**src/rtl/vending_machine_param.sv**
```systemverilog
// Parametrised coin-credit vending controller with vend strobe, change/refund pulse train and coin rejection.
// Build option: define VENDING_CHANGE_EN to build the CHANGE state (overpayment return and cancel refund).
//
// state   | meaning
// IDLE    | no credit, accepting coins
// COLLECT | 0 < credit < PRICE, accepting coins or cancel
// VEND    | one-cycle vend strobe, coins refused
// CHANGE  | one change pulse per cycle until credit drains, coins refused
module vending_machine_param #(
  parameter int CREDIT_W    = 8,
  parameter int PRICE       = 15,
  parameter int VAL_A       = 5,
  parameter int VAL_B       = 10,
  parameter int VAL_C       = 25,
  parameter int CHANGE_UNIT = 5
) (
  input  logic                clk,
  input  logic                rst,
  input  logic [1:0]          coin,
  input  logic                cancel,
  output logic                nw_pa,
  output logic                change_pulse,
  output logic                reject,
  output logic                busy,
  output logic [CREDIT_W-1:0] credit
);

  typedef enum logic [1:0] {
    IDLE    = 2'd0,
    COLLECT = 2'd1,
`ifdef VENDING_CHANGE_EN
    VEND    = 2'd2,
    CHANGE  = 2'd3
`else
    VEND    = 2'd2
`endif
  } state_t;

  localparam logic [CREDIT_W:0] MAX_CREDIT = {1'b0, {CREDIT_W{1'b1}}};
  localparam logic [CREDIT_W:0] PRICE_W    = (CREDIT_W+1)'(PRICE);

  state_t            state;
  logic [CREDIT_W:0] coin_val;
  logic [CREDIT_W:0] sum;

`ifdef VENDING_CHANGE_EN
  localparam logic [CREDIT_W-1:0] UNIT = CREDIT_W'(CHANGE_UNIT);
  logic change_q;
  logic unit_avail;
  assign change_pulse = change_q;
  assign unit_avail   = (credit >= UNIT);
`else
  assign change_pulse = 1'b0;
`endif

  always_comb begin
    coin_val = '0;
    case (coin)
      2'b01:   coin_val = (CREDIT_W+1)'(VAL_A);
      2'b10:   coin_val = (CREDIT_W+1)'(VAL_B);
      2'b11:   coin_val = (CREDIT_W+1)'(VAL_C);
      default: coin_val = '0;
    endcase
    sum = {1'b0, credit} + coin_val;
  end

  always_ff @(posedge clk or negedge rst) begin
    if (!rst) begin
      state  <= IDLE;
      credit <= '0;
      nw_pa  <= 1'b0;
      reject <= 1'b0;
      busy   <= 1'b0;
`ifdef VENDING_CHANGE_EN
      change_q <= 1'b0;
`endif
    end else begin
      nw_pa  <= 1'b0;
      reject <= 1'b0;
      busy   <= 1'b0;
`ifdef VENDING_CHANGE_EN
      change_q <= 1'b0;
`endif
      case (state)
        IDLE, COLLECT: begin
          if (cancel && (state == COLLECT)) begin
            reject <= (coin != 2'b00);
`ifdef VENDING_CHANGE_EN
            // refund starts pulsing on the cancel edge itself
            state <= CHANGE;
            busy  <= 1'b1;
            if (unit_avail) begin
              change_q <= 1'b1;
              credit   <= credit - UNIT;
            end else begin
              credit <= '0;
            end
`else
            state  <= IDLE;
            credit <= '0;
`endif
          end else if (coin != 2'b00) begin
            if (cancel || (sum > MAX_CREDIT)) begin
              reject <= 1'b1;
            end else if (sum >= PRICE_W) begin
              credit <= CREDIT_W'(sum - PRICE_W);
              state  <= VEND;
              nw_pa  <= 1'b1;
              busy   <= 1'b1;
            end else begin
              credit <= sum[CREDIT_W-1:0];
              state  <= COLLECT;
            end
          end
        end
        VEND: begin
          reject <= (coin != 2'b00);
`ifdef VENDING_CHANGE_EN
          if (credit != '0) begin
            state <= CHANGE;
            busy  <= 1'b1;
            if (unit_avail) begin
              change_q <= 1'b1;
              credit   <= credit - UNIT;
            end else begin
              credit <= '0;
            end
          end else begin
            state <= IDLE;
          end
`else
          credit <= '0;
          state  <= IDLE;
`endif
        end
`ifdef VENDING_CHANGE_EN
        CHANGE: begin
          reject <= (coin != 2'b00);
          if (credit == '0) begin
            state <= IDLE;
          end else begin
            busy <= 1'b1;
            // a residue smaller than one unit is forfeited without a pulse
            if (unit_avail) begin
              change_q <= 1'b1;
              credit   <= credit - UNIT;
            end else begin
              credit <= '0;
            end
          end
        end
`endif
        default: begin
          state  <= IDLE;
          credit <= '0;
        end
      endcase
    end
  end

endmodule
```
**config.mk**
```make
export PLATFORM = sky130hd
export DESIGN_NAME = vending_machine_param
export DESIGN_NICKNAME = d
export VERILOG_FILES = /design/src/rtl/vending_machine_param.sv
export SDC_FILE = /design/constraint.sdc
export NUM_CORES = 1
export LEC_CHECK = 0
export CELL_PAD_IN_SITES_DETAIL_PLACEMENT = 1
export CELL_PAD_IN_SITES_GLOBAL_PLACEMENT = 2
export CORE_MARGIN = 2
export CORE_UTILIZATION = 25
export CTS_BUF_LIST = sky130_fd_sc_hd__clkbuf_2 sky130_fd_sc_hd__clkbuf_4 sky130_fd_sc_hd__clkbuf_8
export CTS_CLUSTER_DIAMETER = 50
export DETAILED_ROUTE_END_ITERATION = 6
export HOLD_SLACK_MARGIN = 0.1
export PLACE_DENSITY_LB_ADDON = 0.1
export SLEW_MARGIN = 20
export SYNTH_ARGS = -nofsm -noshare
export SYNTH_HDL_FRONTEND = slang
export SYNTH_SLANG_ARGS = --single-unit
```
**constraint.sdc**
```tcl
create_clock -name clk -period 3.07 [get_ports clk]
set_clock_uncertainty 0.1 [all_clocks]
set_input_delay 0.307 -clock clk [delete_from_list [all_inputs] [get_ports clk]]
set_output_delay 0.307 -clock clk [all_outputs]
set_load 0.02 [all_outputs]
```
[Word level (Yosys, flattened, before mapping)]
Index checks and enable logic that the tools add are counted.
Storage, ports and cells
  output and inout bits: 12
  flip-flop bits (word level): 12
  word-level logic and storage cells: 41
Cells by class
  equality and inequality tests: 7
  reductions and logical operators: 6
  multiplexer cells: 20
  $add $sub $neg: 2
  magnitude comparators: 2
Operators by type and width (number)
  2-to-1 mux 8 bit: 5
  case mux 5 bit (3 select lines): 1
  2-to-1 mux 2 bit: 5
  adder 8 x 5 -> 9 bit: 1
  >= comparator 9 x 4 -> 1 bit (second input constant): 1
  > comparator 9 x 8 -> 1 bit (second input constant): 1
  2-to-1 mux 1 bit: 8
  subtractor 8 x 4 -> 8 bit (second input constant): 1
  == test 2 bit (second input constant): 3
  inequality test 3 bit (second input constant): 2
  == test 2 x 1 -> 1 bit (second input constant): 2
  zero test 2 bit: 1
  case mux 1 bit (2 select lines): 1
  AND reduction 2 bit: 1
  nonzero test 2 bit: 1
  OR reduction 2 bit: 1
  logical AND 1 bit: 1
  logical OR 1 bit: 1

[Depth between registers and ports, before layout]
Gate-level depths: netlist (run 1).
  depth in word-level cells: 9
  gate-level depth with buffers: 11
  depth with buffers taken out: 10

[Worst setup path before layout (run 1)]
No wires, ideal clock.
  path kind: reg2reg
  start: reg credit[0]
  end: reg state[0]
  cell stages (with the launch flop): 11
  slack: -0.085 ns
  path buffers: 1
  period minus slack after synthesis: 3.155 ns
  library setup time: 0.125 ns
  arrival: 2.930 ns
  cell sequence: dfrtp_1 > ha_1 > fa_1 > xor2_2 > nand3_2 > or3_4 > nor4_2 > o311a_2 > nand2b_1 > buf_4 > a2bb2o_1
Between the ends
  word-level cells in the longest chain between the ends: 7
  elaborated cells on any way between the ends: 11
  classes of those cells: add/sub: 1; order compare: 2; eq/ne: 1; mux: 5; reduce/logical: 2
RTL lines
  from (decl): line 25  | output logic [CREDIT_W-1:0] credit
  from (signal assigned): line 106  | credit <= CREDIT_W'(sum - PRICE_W);
  from (signal assigned): line 111  | credit <= sum[CREDIT_W-1:0];
  adder 8 x 5 -> 9 bit (*): line 64  | sum = {1'b0, credit} + coin_val;
  >= comparator 9 x 4 -> 1 bit: line 105  | end else if (sum >= PRICE_W) begin
  2-to-1 mux 2 bit: line 105
  2-to-1 mux 2 bit: line 103  | if (cancel || (sum > MAX_CREDIT)) begin
  2-to-1 mux 2 bit: line 102  | end else if (coin != 2'b00) begin
  2-to-1 mux 2 bit: line 86  | if (cancel && (state == COLLECT)) begin
  2-to-1 mux 2 bit: line 84  | case (state)
  to (signal assigned): line 99  | state <= IDLE;
  to (signal assigned): line 107  | state <= VEND;
  to (signal assigned): line 112  | state <= COLLECT;
  to (decl): line 42  | state_t state;
Mark *: on every way between the ends. The rest lies on a longest branch, timed or not. The select of a mux whose other input is x is not followed.
A chain may end at the register's enable or synchronous reset.

[Worst setup path in the final report (run 1)]
  start: reg credit[0]
  end: reg credit[3]
Between the ends
  word-level cells in the longest chain between the ends: 7
  elaborated cells on any way between the ends: 12
  classes of those cells: add/sub: 2; order compare: 2; eq/ne: 1; mux: 5; reduce/logical: 2
RTL lines (line)
  adder 8 x 5 -> 9 bit (*): 64
  subtractor 8 x 4 -> 8 bit / >= comparator 9 x 4 -> 1 bit (equally long branches): 106, 105
  2-to-1 mux 8 bit: 105
  2-to-1 mux 8 bit: 103
  2-to-1 mux 8 bit: 102
  2-to-1 mux 8 bit: 86
  2-to-1 mux 8 bit: 84
Marks and branches as above.

==> results of run 1 <==
## state kept, by name (all words and copies together) (netlist names)
name,flops
reject,1
state,2
credit,8
busy,1
## final timing paths
| path | from | to |
|---|---|---|
| hold reg to reg | state[0]$_DFFE_PN0P_ | reject$_DFF_PN0_ |
| setup reg to reg | credit[0]$_DFFE_PN0P_ | credit[3]$_DFFE_PN0P_ |
| hold / removal | rst | credit[7]$_DFFE_PN0P_ |
| min in group clk | state[0]$_DFFE_PN0P_ | reject$_DFF_PN0_ |
| max in group asynchronous | rst | credit[3]$_DFFE_PN0P_ |
| setup / recovery | credit[0]$_DFFE_PN0P_ | credit[3]$_DFFE_PN0P_ |
## routing by layer
metal / global-route usage / wire length [um] / part of all wire / up-vias
met1: 0.204 / 1670 / 0.44 / 587
li1: - / - / - / 589
met4: 0.00629 / 0 / 0 / 0
met5: 0 / 0 / 0 / -
met2: 0.292 / 2040 / 0.54 / 15
met3: 0.0313 / 96 / 0.025 / 0
## cells in the final DEF (no fill, tap or decap), types with 2 or more instances in the layout
cell type and n:
sky130_fd_sc_hd__nor4_4 2, sky130_fd_sc_hd__clkdlybuf4s50_1 13, sky130_fd_sc_hd__clkbuf_8 4, sky130_fd_sc_hd__buf_4 44, sky130_fd_sc_hd__nand3_1 4, sky130_fd_sc_hd__nor4_1 2, sky130_fd_sc_hd__a21oi_1 5, sky130_fd_sc_hd__a211o_1 2
sky130_fd_sc_hd__ha_1 4, sky130_fd_sc_hd__mux2i_1 2, sky130_fd_sc_hd__a31oi_1 2, sky130_fd_sc_hd__inv_1 2, sky130_fd_sc_hd__dlygate4sd2_1 2, sky130_fd_sc_hd__nand2b_1 2, sky130_fd_sc_hd__a211oi_1 4, sky130_fd_sc_hd__dfrtp_1 12
sky130_fd_sc_hd__xor2_1 2, sky130_fd_sc_hd__buf_6 2, sky130_fd_sc_hd__nor2_1 9, sky130_fd_sc_hd__ha_2 2, sky130_fd_sc_hd__nor3_1 4, sky130_fd_sc_hd__nand2_1 7, sky130_fd_sc_hd__and3_1 2, sky130_fd_sc_hd__nor2b_1 3
sky130_fd_sc_hd__a31o_1 2, sky130_fd_sc_hd__a211oi_4 2, sky130_fd_sc_hd__o2bb2ai_1 6, sky130_fd_sc_hd__xnor2_1 2, sky130_fd_sc_hd__and2_1 3
## where the power goes
part / switching, W / internal [W]
clock: 0.0000576 / 0.000113
sequential: 0.0000741 / 0.000216
combinational: 0.000574 / 0.000610
## area by class of cell
type                            instances  area (sq um)  share of cell area
Multi-Input combinational cell        102           833               0.473
Timing Repair Buffer                   61           500               0.284
Sequential cell                        12           300               0.170
Tap cell                               52          65.1              0.0369
Clock buffer                            4          55.1              0.0312
Inverter                                2          7.51             0.00426
## critical path: stages (launching register included)
cell                        delay, ns
sky130_fd_sc_hd__dfrtp_1         0.39
sky130_fd_sc_hd__ha_2            0.19
sky130_fd_sc_hd__fa_2            0.39
sky130_fd_sc_hd__xor2_2          0.19
sky130_fd_sc_hd__nand3_2         0.10
sky130_fd_sc_hd__or3_4           0.41
sky130_fd_sc_hd__nor4_4          0.16
sky130_fd_sc_hd__o311a_4         0.26
sky130_fd_sc_hd__nor4_4          0.05
sky130_fd_sc_hd__a211oi_4        0.32
sky130_fd_sc_hd__buf_6           0.16
sky130_fd_sc_hd__o2bb2ai_2       0.10
## stage by stage
step / hold WS, ns / instance area [sq um]
after floorplan: -0.0886 / 1120
after global placement: 0.423 / 1610
after detailed placement: 0.436 / 1610
after CTS: 0.349 / 1720
after global routing: 0.367 / 1760
final: 0.338 / 1760
## logic make-up after synthesis
group                    Yosys count  synth area share
other                              1           0.00336
buffers and inverters              8            0.0403
AND/OR/NAND/NOR                   47             0.242
XOR/XNOR                           5            0.0459
adder cells (fa/ha/maj)            7            0.0851
AO/OA/AOI/OAI                     40             0.297
flip-flops                        12             0.269
multiplexers                       2            0.0179
## repair_timing
| item | 4_1_cts | 5_1_grt |
|---|---|---|
| hold endpoints to repair | 0 | 0 |
| buffers inserted | 2 | 2 |
| pin swaps | 4 | 7 |
| gates resized for setup | 8 | 6 |
| setup endpoints to repair | 11 | 9 |
==> results summary, run 1 <==
The via count of the first global-routing pass is 1314. Dividing total power by cell area gives a power density of 934 nW/um^2. The initial detailed-routing violation count is 37.

Relative to the synthesized area, the layout overhead comes to 57.7%. The overall via count from detail_route came out at 1191. Global routing finished with a remaining overflow of 0. The fraction of synthesized cell area taken by the top area cell type came out at 0.269. Setup violations remaining at the end of the flow were counted as 0. The pin count of the biggest net entering global routing is 13.

The first detailed-routing pass took 4 iterations. The count of buffers inserted at the top-level ports is 15. Of the available clock period, the critical path in the final layout requires 0.950.

After detailed routing, the number of remaining DRC violations is 0. The deepest clock path buffer count came out at 2. The number of buffers inserted during clock tree synthesis came out at 3. The die covers 5020 sq um. Timing would allow up to 343 MHz.

The run finished with clean final reports. The shortest period the worst path allows came out at 2.92 ns. The critical path in this run is classified as reg2reg. The core region is 4320 sq um. The first global-routing pass estimated 6380 um of wire. The routability congestion estimate is 0.825. The final HPWL from detailed placement came out at 3150 um.

The largest fanout of any net on the critical path is 4. The worst endpoint data arrival time came out at 2.98 ns. The final antenna-violating net count is 0. The non-filler instance count after layout is 233. Counting cells, the worst reg-to-reg path comes to 11. The number of hold violations in the final report came out at 0. The floorplan row count came out at 24. The number of primary I/O pins is 17. The worst hold path belongs to the class in2async. From bottom edge to top edge, the die measures 70.9 um. The number of enable flip-flop cells after synthesis came out at 0. The gate count after technology mapping is 122. The wire length reported by the detailed router is 3810 um. The clock tree from TritonCTS is done.

Before CTS, the worst setup slack after placement is -0.496 ns. The share of post-route cells with drive strength above 1 came out at 0.376. The number of flip-flops and latches in the synthesized netlist is 12. Summed over all instances, the cell type with the most area after synthesis is sky130_fd_sc_hd__dfrtp_1. Among all flip-flop cells after synthesis, the most frequent one is sky130_fd_sc_hd__dfrtp_1. The worst-skew pair later-pin latency came out at 0.24 ns. The number of buffers added to fix hold violations after cts came out at 0. For this configuration, the core starts out at a cell density of 0.258.

The worst slew margin relative to its limit came out at 0.615. The initial antenna violation count is 0. The proportion of synthesized flip-flops having asynchronous set or reset came out at 1.00. The overall global routing resource usage came out at 0.159.

The placed instance count is 225. The synthesized net count is 134. The antenna diode instance count came out at 0. The count of H-tree levels built during CTS is 1. Setup repair after global routing left no endpoint under its margin.

The required time reported for the critical path endpoint came out at 3.13 ns. The max-capacitance violation count came out at 0. Summed over all failing endpoints, the final setup total negative slack is 0 ns. Of the synthesized area, sequential elements account for 0.269.

The final layout contains 194 nets. The max-slew violation count came out at 0. The most frequent cell after synthesis is sky130_fd_sc_hd__dfrtp_1. Summed over all cells, the static leakage comes to 0.770 nW. The slack of the worst reg-to-reg path came out at 0.15 ns. The clock slew at the register clock pins of the worst setup and hold paths came out at 0.05 ns. The number of synthesis warnings is 0.

After filler insertion, the fill cell instance count of the layout stands at 525. The final worst slack is 0.153 ns. The netlist uses 51 different library cells.

The worst setup path is launched from a flop. The overall power consumption came out at 0.00165 W. The final core utilization came out at 0.407. The via density per instance is 5.11. The post-synthesis instance area is 1120 sq um. The width of the die came out at 70.9 um. The root buffer cell is sky130_fd_sc_hd__clkbuf_8. After synthesis, the most frequently instantiated cells are 12 x sky130_fd_sc_hd__dfrtp_1, 9 x sky130_fd_sc_hd__nor2_1, 7 x sky130_fd_sc_hd__nand2_1, 7 x sky130_fd_sc_hd__o2bb2ai_1. After synthesis, the cell types taking the most area are sky130_fd_sc_hd__dfrtp_1 27%, sky130_fd_sc_hd__ha_1 6.7%, sky130_fd_sc_hd__o2bb2ai_1 5.5%.

The peak supply drop came out at 0.000409 V. The slew of the pin with the lowest slew margin came out at 0.576 ns. The average wire per standard cell came out at 16.3 um. The synthesized area per cell came out at 9.16 sq um.

The clock sink total came out at 12. The worst setup path is captured at a flop.
No activity file was read; power rests on OpenSTA's default activity.
==> run 2: changes to the inputs <==
--- a/config.mk
+++ b/config.mk
@@ -5,6 +5,7 @@
 export SDC_FILE = /design/constraint.sdc
 export NUM_CORES = 1
 export LEC_CHECK = 0
+export ABC_AREA = 1
 export CELL_PAD_IN_SITES_DETAIL_PLACEMENT = 1
 export CELL_PAD_IN_SITES_GLOBAL_PLACEMENT = 2
 export CORE_MARGIN = 2
@@ -14,6 +15,7 @@
 export DETAILED_ROUTE_END_ITERATION = 6
 export HOLD_SLACK_MARGIN = 0.1
 export PLACE_DENSITY_LB_ADDON = 0.1
+export SETUP_SLACK_MARGIN = 0.2
 export SLEW_MARGIN = 20
 export SYNTH_ARGS = -nofsm -noshare
 export SYNTH_HDL_FRONTEND = slang
==> run 2 against run 1 <==
Net effect:
- area after synthesis grew 4.8%
- count of clock-buffer cells in the layout fell by 1
- worst hold slack worse by 0.0061 ns
- critical path type is now in2reg
- critical endpoint is now credit[0]$_DFFE_PN0P_
- largest power group unchanged
==> results summary, run 2 <==
The run finished with clean final reports. The setup TNS after final layout is 0 ns (unchanged). The final worst slack came to 0.441 ns (+0.288 ns). The area of the core region is 4440 sq um (+2.8%).

The final HPWL from detailed placement is 2810 um (-11%). The shortest period the worst path allows came out at 2.63 ns (-0.288 ns). The routability congestion estimate came out at 0.800 (-3.1%).

The slew of the pin with the lowest slew margin is 0.734 ns (+0.158 ns). The worst-skew pair later-pin latency is 0.24 ns (about the same). The net switching fraction of the power is 0.521 (+0.0917).

The post-synthesis cell type count is 25 (-51%). The total global routing overflow is 0 (unchanged). The via count of the first global-routing pass is 1196 (-9.0%). The element type at the critical path start is a primary input.

The number of nets at the end of the flow came to 211 (+8.8%). The layout-stage area growth over the synthesis result came out at 21.3%. The peak supply drop came out at 0.000282 V (-31%). The gate count after technology mapping is 182 (+49%). The proportion of synthesized flip-flops having asynchronous set or reset is 1.00 (unchanged).

The chip height is 72.4 um (+2.3%). The share of post-route cells with drive strength above 1 came to 0.137 (-0.239). The worst hold path belongs to the class in2async. The internal power came out at 0.000630 W (-33%). Setup repair after global routing left no endpoint under its margin. The most frequent cell after synthesis is sky130_fd_sc_hd__nand2_1. The average wire per standard cell is 13.4 um (-18%).

The width of the die came to 72.4 um (+2.3%). Counting instances in the post-synthesis netlist gives the leading cell types as 56 x sky130_fd_sc_hd__nand2_1, 26 x sky130_fd_sc_hd__nand3_1, 22 x sky130_fd_sc_hd__inv_1. The number of buffers added to fix hold violations after cts is 0 (unchanged). The static leakage power is 0.758 nW (-1.6%). Ranked by flip-flop count, first place goes to credit. The post-synthesis instance area came to 1170 sq um (+4.8%).

The library cells used most frequently in the layout, excluding fill and tap cells, are 56 x sky130_fd_sc_hd__nand2_1, 26 x sky130_fd_sc_hd__nand3_1, 22 x sky130_fd_sc_hd__inv_1, 14 x sky130_fd_sc_hd__nor2_1, 14 x sky130_fd_sc_hd__clkdlybuf4s50_1. The worst slew margin relative to its limit is 0.510 (-0.104). The final-report setup violation count came out at 0 (unchanged). The synthesized area per cell came out at 6.43 sq um (-30%). The max-slew violation count was 0 (unchanged). The largest fanout of any net on the critical path came out at 8 (+4). The count of fill cells added during filler insertion was 571 (+8.8%). The launching instance or port of the critical path is coin[1].

The worst-path cell with the longest stage delay is sky130_fd_sc_hd__clkdlybuf4s50_1. The via density per instance came out at 4.68 (-8.4%). The wire length of the first global-routing pass came to 5910 um (-7.4%). The count of buffers inserted at the top-level ports was 15 (unchanged).

The fraction of synthesized cell area taken by the top area cell type came out at 0.256 (-0.0123). The highest attainable clock frequency came to 380 MHz (+11%). The largest stage delay on the critical path came to 0.56 ns (+0.15 ns).

The overall global routing resource usage was 0.144 (-0.0149). The number of buffers inserted to repair setup after CTS is 0 (-2). The flip-flop count of the largest register after layout came out at 8 (unchanged). The share of the yosys chip area belonging to registers came to 0.256 (-0.0123). The first-pass iteration count of the detailed router was 4 (unchanged). The required time reported for the critical path endpoint is 3.10 ns (-0.03 ns). The number of design rule violations left after detail routing came to 0 (unchanged). The largest registers in the layout are credit: 8 flops, state: 2 flops. The startpoint identified for the worst register-to-register timing path is credit[0]$_DFFE_PN0P_.

The post-placement cell area came out at 1370 sq um (-15%). The starting utilization of the core area came out at 0.264 (+0.00512). The register area was 300 sq um (unchanged). The reported net switching power came out at 0.000685 W (-3.0%).

The setup slack after placement came out at 0.0876 ns (+0.584 ns). The clock sink total is 12 (unchanged). The number of primary I/O pins was 17 (unchanged). The max-capacitance violation count is 0 (unchanged).

Among the stages of the critical path, the cell type that occurs most often is sky130_fd_sc_hd__nand2_1. The final core utilization was 0.320 (-0.0879). The combinational share of power came out at 0.683 (-0.037). The clock slew at the register clock pins of the worst setup and hold paths came to 0.05 ns (about the same). The number of synthesis warnings came out at 0 (unchanged).

The final hold slack came out at 0.332 ns (-0.00610 ns). The wire length reported by the detailed router is 3330 um (-13%). The synthesized net count is 194 (+45%). The synthesized design spends more area on one cell type than any other, namely sky130_fd_sc_hd__dfrtp_1. Leaving out fill and tap cells, the most frequent cell in the layout is sky130_fd_sc_hd__nand2_1. The number of buffers inserted during clock tree synthesis is 3 (unchanged). The worst endpoint data arrival time is 2.66 ns (-0.32 ns). The power density of the placed cells came to 926 nW/um^2 (-0.91%). The initial antenna violation count is 0 (unchanged).

The final antenna-violating net count came out at 0 (unchanged). The tree is rooted in a sky130_fd_sc_hd__clkbuf_8. In the post-synthesis netlist, the biggest area contributors are sky130_fd_sc_hd__dfrtp_1 26%, sky130_fd_sc_hd__nand2_1 18%, sky130_fd_sc_hd__nand3_1 11%.

The part of the total power dissipated in the clock network is 0.106 (+0.002). TritonCTS built the clock tree. The die area is 5250 sq um (+4.6%). The pin count of the biggest net entering global routing is 13 (unchanged).

The overall via count from detail_route was 1166 (-2.1%). The deepest clock path buffer count came out at 2 (unchanged). The number of hold violations in the final report came out at 0 (unchanged). The post-cts repair resize count came out at 0 (-8). Among all flip-flop cells after synthesis, the most frequent one is sky130_fd_sc_hd__dfrtp_1. The antenna diode instance count came out at 0 (unchanged). The area of all placed cells without fillers was 1420 sq um (-19%).

The worst setup path is of the in2reg kind. The endpoint type of the worst setup path is a flop. The number of enable flip-flop cells after synthesis is 0 (unchanged). The initial detailed-routing violation count is 61 (+65%). The share of the clock period used by the worst path came to 0.856 (-0.0937). The number of flip-flops and latches in the synthesized netlist came to 12 (unchanged). The relative contribution of sequential cells to total power is 0.211 (+0.035). The floorplan row count is 24 (unchanged). The count of H-tree levels built during CTS came to 1 (unchanged).

The area of combinational cells with multiple inputs came to 759 sq um (-8.9%). The signal on the critical path passes through clkdlybuf4s50_1, inv_1, nor2_2, fa_1, ha_1, nor2_1, nand2_1, nor2_2, nand2_2, nand4_4, clkinvlp_4, nand2_1, nand2_1.
[run 2: kinds of logic (layout without fill, tap and decap cells)]
kind of cell    Yosys count  after routing  synth area share
compound gates           12             12            0.0556
flops                    12             12             0.256
other cells               1              1           0.00320
simple gates            119            119             0.489
buf+inv                  29             44            0.0993
fa+ha+maj                 7              7            0.0812
xor+xnor                  2              2            0.0150
[run 2: critical path, delay by kind of cell]
| kind | cells | cell delay, ns |
|---|---|---|
| buffers and inverters | 3 | 0.79 |
| adders and majority gates | 2 | 0.79 |
| and+or+nand+nor | 8 | 0.76 |
[run 2: cell type report]
class / count / share of cell area
repair buffers: 15 / 0.107
multi-input cells: 141 / 0.535
inverters: 26 / 0.0714
flip-flops and latches: 12 / 0.211
well taps: 52 / 0.0458
clock buffers: 3 / 0.0291
[run 2: per-stage QoR]
step / power, W / std cells
2_1_floorplan: 0.000905 / 182
3_3_place_gp: 0.00118 / 246
3_5_place_dp: 0.00119 / 246
4_1_cts: 0.00134 / 249
5_1_grt: 0.00148 / 249
6_report: 0.00131 / 249
[run 2: metal layers]
metal,vias up,share of wire,GRT usage
li1,604,-,-
met1,540,0.49,0.203
met2,17,0.48,0.241
met3,5,0.017,0.00972
met4,0,0.012,0.0370
met5,-,0,0
[run 2: worst paths after layout]
| kind | end | slack, ns | depth (start not counted) |
|---|---|---|---|
| hold / removal | busy$_DFF_PN0_ | 0.33 | 1 |
| min in group clk | credit[0]$_DFFE_PN0P_ | 0.42 | 2 |
| max in group asynchronous | credit[3]$_DFFE_PN0P_ | 2.17 | 1 |
| setup reg to reg | credit[0]$_DFFE_PN0P_ | 0.62 | 13 |
| setup / recovery | credit[0]$_DFFE_PN0P_ | 0.44 | 13 |
| hold reg to reg | credit[0]$_DFFE_PN0P_ | 0.42 | 2 |
[run 2: power groups by stage]
stage | sequential [W] | clock [W] | combinational, W
after floorplan | 0.000315 | 0 | 0.000590
after global placement | 0.000279 | 0 | 0.000902
after detailed placement | 0.000281 | 0 | 0.000905
after CTS | 0.000278 | 0.000149 | 0.000912
after global routing | 0.000290 | 0.000157 | 0.00103
final | 0.000277 | 0.000139 | 0.000898
==> run 3: changes to the inputs <==
--- a/config.mk
+++ b/config.mk
@@ -11,9 +11,9 @@
 export CORE_MARGIN = 2
 export CORE_UTILIZATION = 25
 export CTS_BUF_LIST = sky130_fd_sc_hd__clkbuf_2 sky130_fd_sc_hd__clkbuf_4 sky130_fd_sc_hd__clkbuf_8
-export CTS_CLUSTER_DIAMETER = 50
 export DETAILED_ROUTE_END_ITERATION = 6
 export HOLD_SLACK_MARGIN = 0.1
+export MAX_ROUTING_LAYER = met4
 export PLACE_DENSITY_LB_ADDON = 0.1
 export SETUP_SLACK_MARGIN = 0.2
 export SLEW_MARGIN = 20
==> run 3 against run 2 <==
Net effect:
- non-clock buffer count unchanged
- setup slack better by 0.00095 ns
- count of clock-buffer cells in the layout unchanged
- fmax about the same
- worst hold slack worse by 0.0015 ns
==> results summary, run 3 (synthesis gave the netlist of run 2 again) <==
The wire length reported by the detailed router came out at 3330 um (about the same). The peak supply drop came out at 0.000282 V (about the same). The worst-skew pair later-pin latency was 0.24 ns (about the same). The share of the clock period used by the worst path is 0.856 (about the same). The worst setup path is launched from a primary input. The post-placement cell area came out at 1370 sq um (unchanged). The number of buffers added to fix hold violations after cts is 0 (unchanged). The largest fanout of any net on the critical path is 8 (unchanged). The area of combinational cells with multiple inputs was 759 sq um (unchanged). The die area came out at 5250 sq um (unchanged). The slew of the pin with the lowest slew margin came out at 0.724 ns (-0.0108 ns).

The average wire per standard cell came out at 13.4 um (about the same). The classification of the worst-slack hold path is in2async. The internal power is 0.000630 W (about the same). The area of the core region came out at 4440 sq um (unchanged). The run finished with clean final reports. The first-pass iteration count of the detailed router came out at 4 (unchanged). Setup repair after global routing left no endpoint under its margin. The library cell used most frequently in the layout, excluding fill and tap cells, is sky130_fd_sc_hd__nand2_1. The relative contribution of sequential cells to total power is 0.211 (about the same). The flip-flop count of the largest register after layout came out at 8 (unchanged). The number of buffers inserted to repair setup after CTS was 0 (unchanged). The clock slew at the register clock pins of the worst setup and hold paths came out at 0.05 ns (about the same). The combinational share of power came out at 0.683 (about the same). The max-slew violation count came out at 0 (unchanged). The count of H-tree levels built during CTS came out at 1 (unchanged). The worst slew margin relative to its limit is 0.518 (+0.00719). The initial antenna violation count is 0 (unchanged).

The number of primary I/O pins was 17 (unchanged). The non-filler instance count after layout is 249 (unchanged). The floorplan row count came out at 24 (unchanged). The number of hold violations in the final report came out at 0 (unchanged).

The count of buffers inserted at the top-level ports is 15 (unchanged). The post-cts repair resize count came out at 0 (unchanged). credit holds more flip-flops than any other register.

The max-capacitance violation count is 0 (unchanged). The clock sink total is 12 (unchanged). The layout-stage area growth over the synthesis result was 21.3% (unchanged).

The total global routing overflow came out at 0 (unchanged). The area of all placed cells without fillers is 1420 sq um (unchanged). The initial detailed-routing violation count came out at 60 (-1.6%). The overall power consumption came out at 0.00131 W (about the same). The root buffer cell is sky130_fd_sc_hd__clkbuf_8.

The chip height is 72.4 um (unchanged). The clock tree from TritonCTS is done. The endpoint type of the worst setup path is a flop. The count of fill cells added during filler insertion is 571 (unchanged).

The wire length of the first global-routing pass came to 5900 um (-0.12%). The largest registers in the layout are credit: 8 flops, state: 2 flops. The routability congestion estimate is 0.811 (+1.4%). The number of design rule violations left after detail routing was 0 (unchanged). The required time reported for the critical path endpoint came out at 3.10 ns (about the same).

The final HPWL from detailed placement is 2810 um (unchanged). The overall via count from detail_route is 1169 (+0.26%). The number of nets at the end of the flow came to 211 (unchanged). The deepest clock path buffer count came out at 2 (unchanged). The worst reg-to-reg path cell count came to 13 (unchanged). The final antenna-violating net count is 0 (unchanged). The antenna diode instance count came out at 0 (unchanged).

The worst setup path is of the in2reg kind. The net switching fraction of the power came out at 0.521 (about the same). The overall global routing resource usage came out at 0.149 (+0.00425). The placed instance count came out at 246 (unchanged). The share of post-route cells with drive strength above 1 was 0.137 (unchanged). The via density per instance is 4.69 (+0.26%). The static leakage power is 0.758 nW (unchanged). The part of the total power dissipated in the clock network came out at 0.106 (about the same). The power density of the placed cells came out at 926 nW/um^2 (about the same).

The register area came to 300 sq um (unchanged). The starting utilization of the core area came out at 0.264 (unchanged). The worst endpoint data arrival time came to 2.66 ns (about the same).

The shortest period the worst path allows was 2.63 ns (-0.000954 ns). The setup TNS after final layout is 0 ns (unchanged). The pin count of the biggest net entering global routing came out at 13 (unchanged).

The library cells used most frequently in the layout, excluding fill and tap cells, are 56 x sky130_fd_sc_hd__nand2_1, 26 x sky130_fd_sc_hd__nand3_1, 22 x sky130_fd_sc_hd__inv_1, 14 x sky130_fd_sc_hd__nor2_1, 14 x sky130_fd_sc_hd__clkdlybuf4s50_1. The width of the die is 72.4 um (unchanged). The highest attainable clock frequency came to 381 MHz (about the same). The final-report setup violation count was 0 (unchanged). The final hold slack is 0.330 ns (-0.00148 ns). The number of buffers inserted during clock tree synthesis is 3 (unchanged). The reported net switching power is 0.000685 W (about the same). The via count of the first global-routing pass came out at 1200 (+0.33%).
[run 3: layer usage]
layer | routed length (um) | vias up | GRT usage
met3 | 47 | 5 | 0.00833
met4 | 39 | 0 | 0.0370
li1 | - | 604 | -
met2 | 1590 | 17 | 0.242
met1 | 1650 | 543 | 0.203
met5 | 0 | - | -
[run 3: worst max-delay path: stages]
cell and delay, ns:
sky130_fd_sc_hd__clkdlybuf4s50_1 0.56, sky130_fd_sc_hd__inv_1 0.08, sky130_fd_sc_hd__nor2_2 0.13, sky130_fd_sc_hd__fa_1 0.49, sky130_fd_sc_hd__ha_1 0.30, sky130_fd_sc_hd__nor2_1 0.12, sky130_fd_sc_hd__nand2_1 0.07, sky130_fd_sc_hd__nor2_2 0.09
sky130_fd_sc_hd__nand2_2 0.09, sky130_fd_sc_hd__nand4_4 0.13, sky130_fd_sc_hd__clkinvlp_4 0.15, sky130_fd_sc_hd__nand2_1 0.08, sky130_fd_sc_hd__nand2_1 0.05
[run 3: power by group through the flow]
stage	logic [W]	clock network [W]	registers [W]
after global placement	0.000902	0	0.000279
final	0.000898	0.000140	0.000277
after floorplan	0.000590	0	0.000315
after global routing	0.00103	0.000157	0.000290
after CTS	0.000912	0.000149	0.000278
after detailed placement	0.000905	0	0.000281
[run 3: worst paths after layout]
check,start,slack (ns),end
setup / recovery,coin[1],0.44,credit[0]$_DFFE_PN0P_
hold / removal,rst,0.33,busy$_DFF_PN0_
setup reg to reg,credit[0]$_DFFE_PN0P_,0.62,credit[0]$_DFFE_PN0P_
hold reg to reg,credit[0]$_DFFE_PN0P_,0.42,credit[0]$_DFFE_PN0P_
max in group asynchronous,rst,2.18,credit[3]$_DFFE_PN0P_
min in group clk,credit[0]$_DFFE_PN0P_,0.42,credit[0]$_DFFE_PN0P_
[run 3: final cells by class]
type	count	share of cell area
clock buffer	3	0.0291
tap	52	0.0458
inverter	26	0.0714
sequential	12	0.211
timing repair buffer	15	0.107
multi-input combinational	141	0.535
[run 3: through the flow]
step | setup WS (ns) | util
finish | 0.442 | 0.320
global placement | 0.146 | 0.308
CTS | 0.332 | 0.317
global route | 0.226 | 0.320
detailed placement | 0.0876 | 0.308
floorplan | 0.754 | -
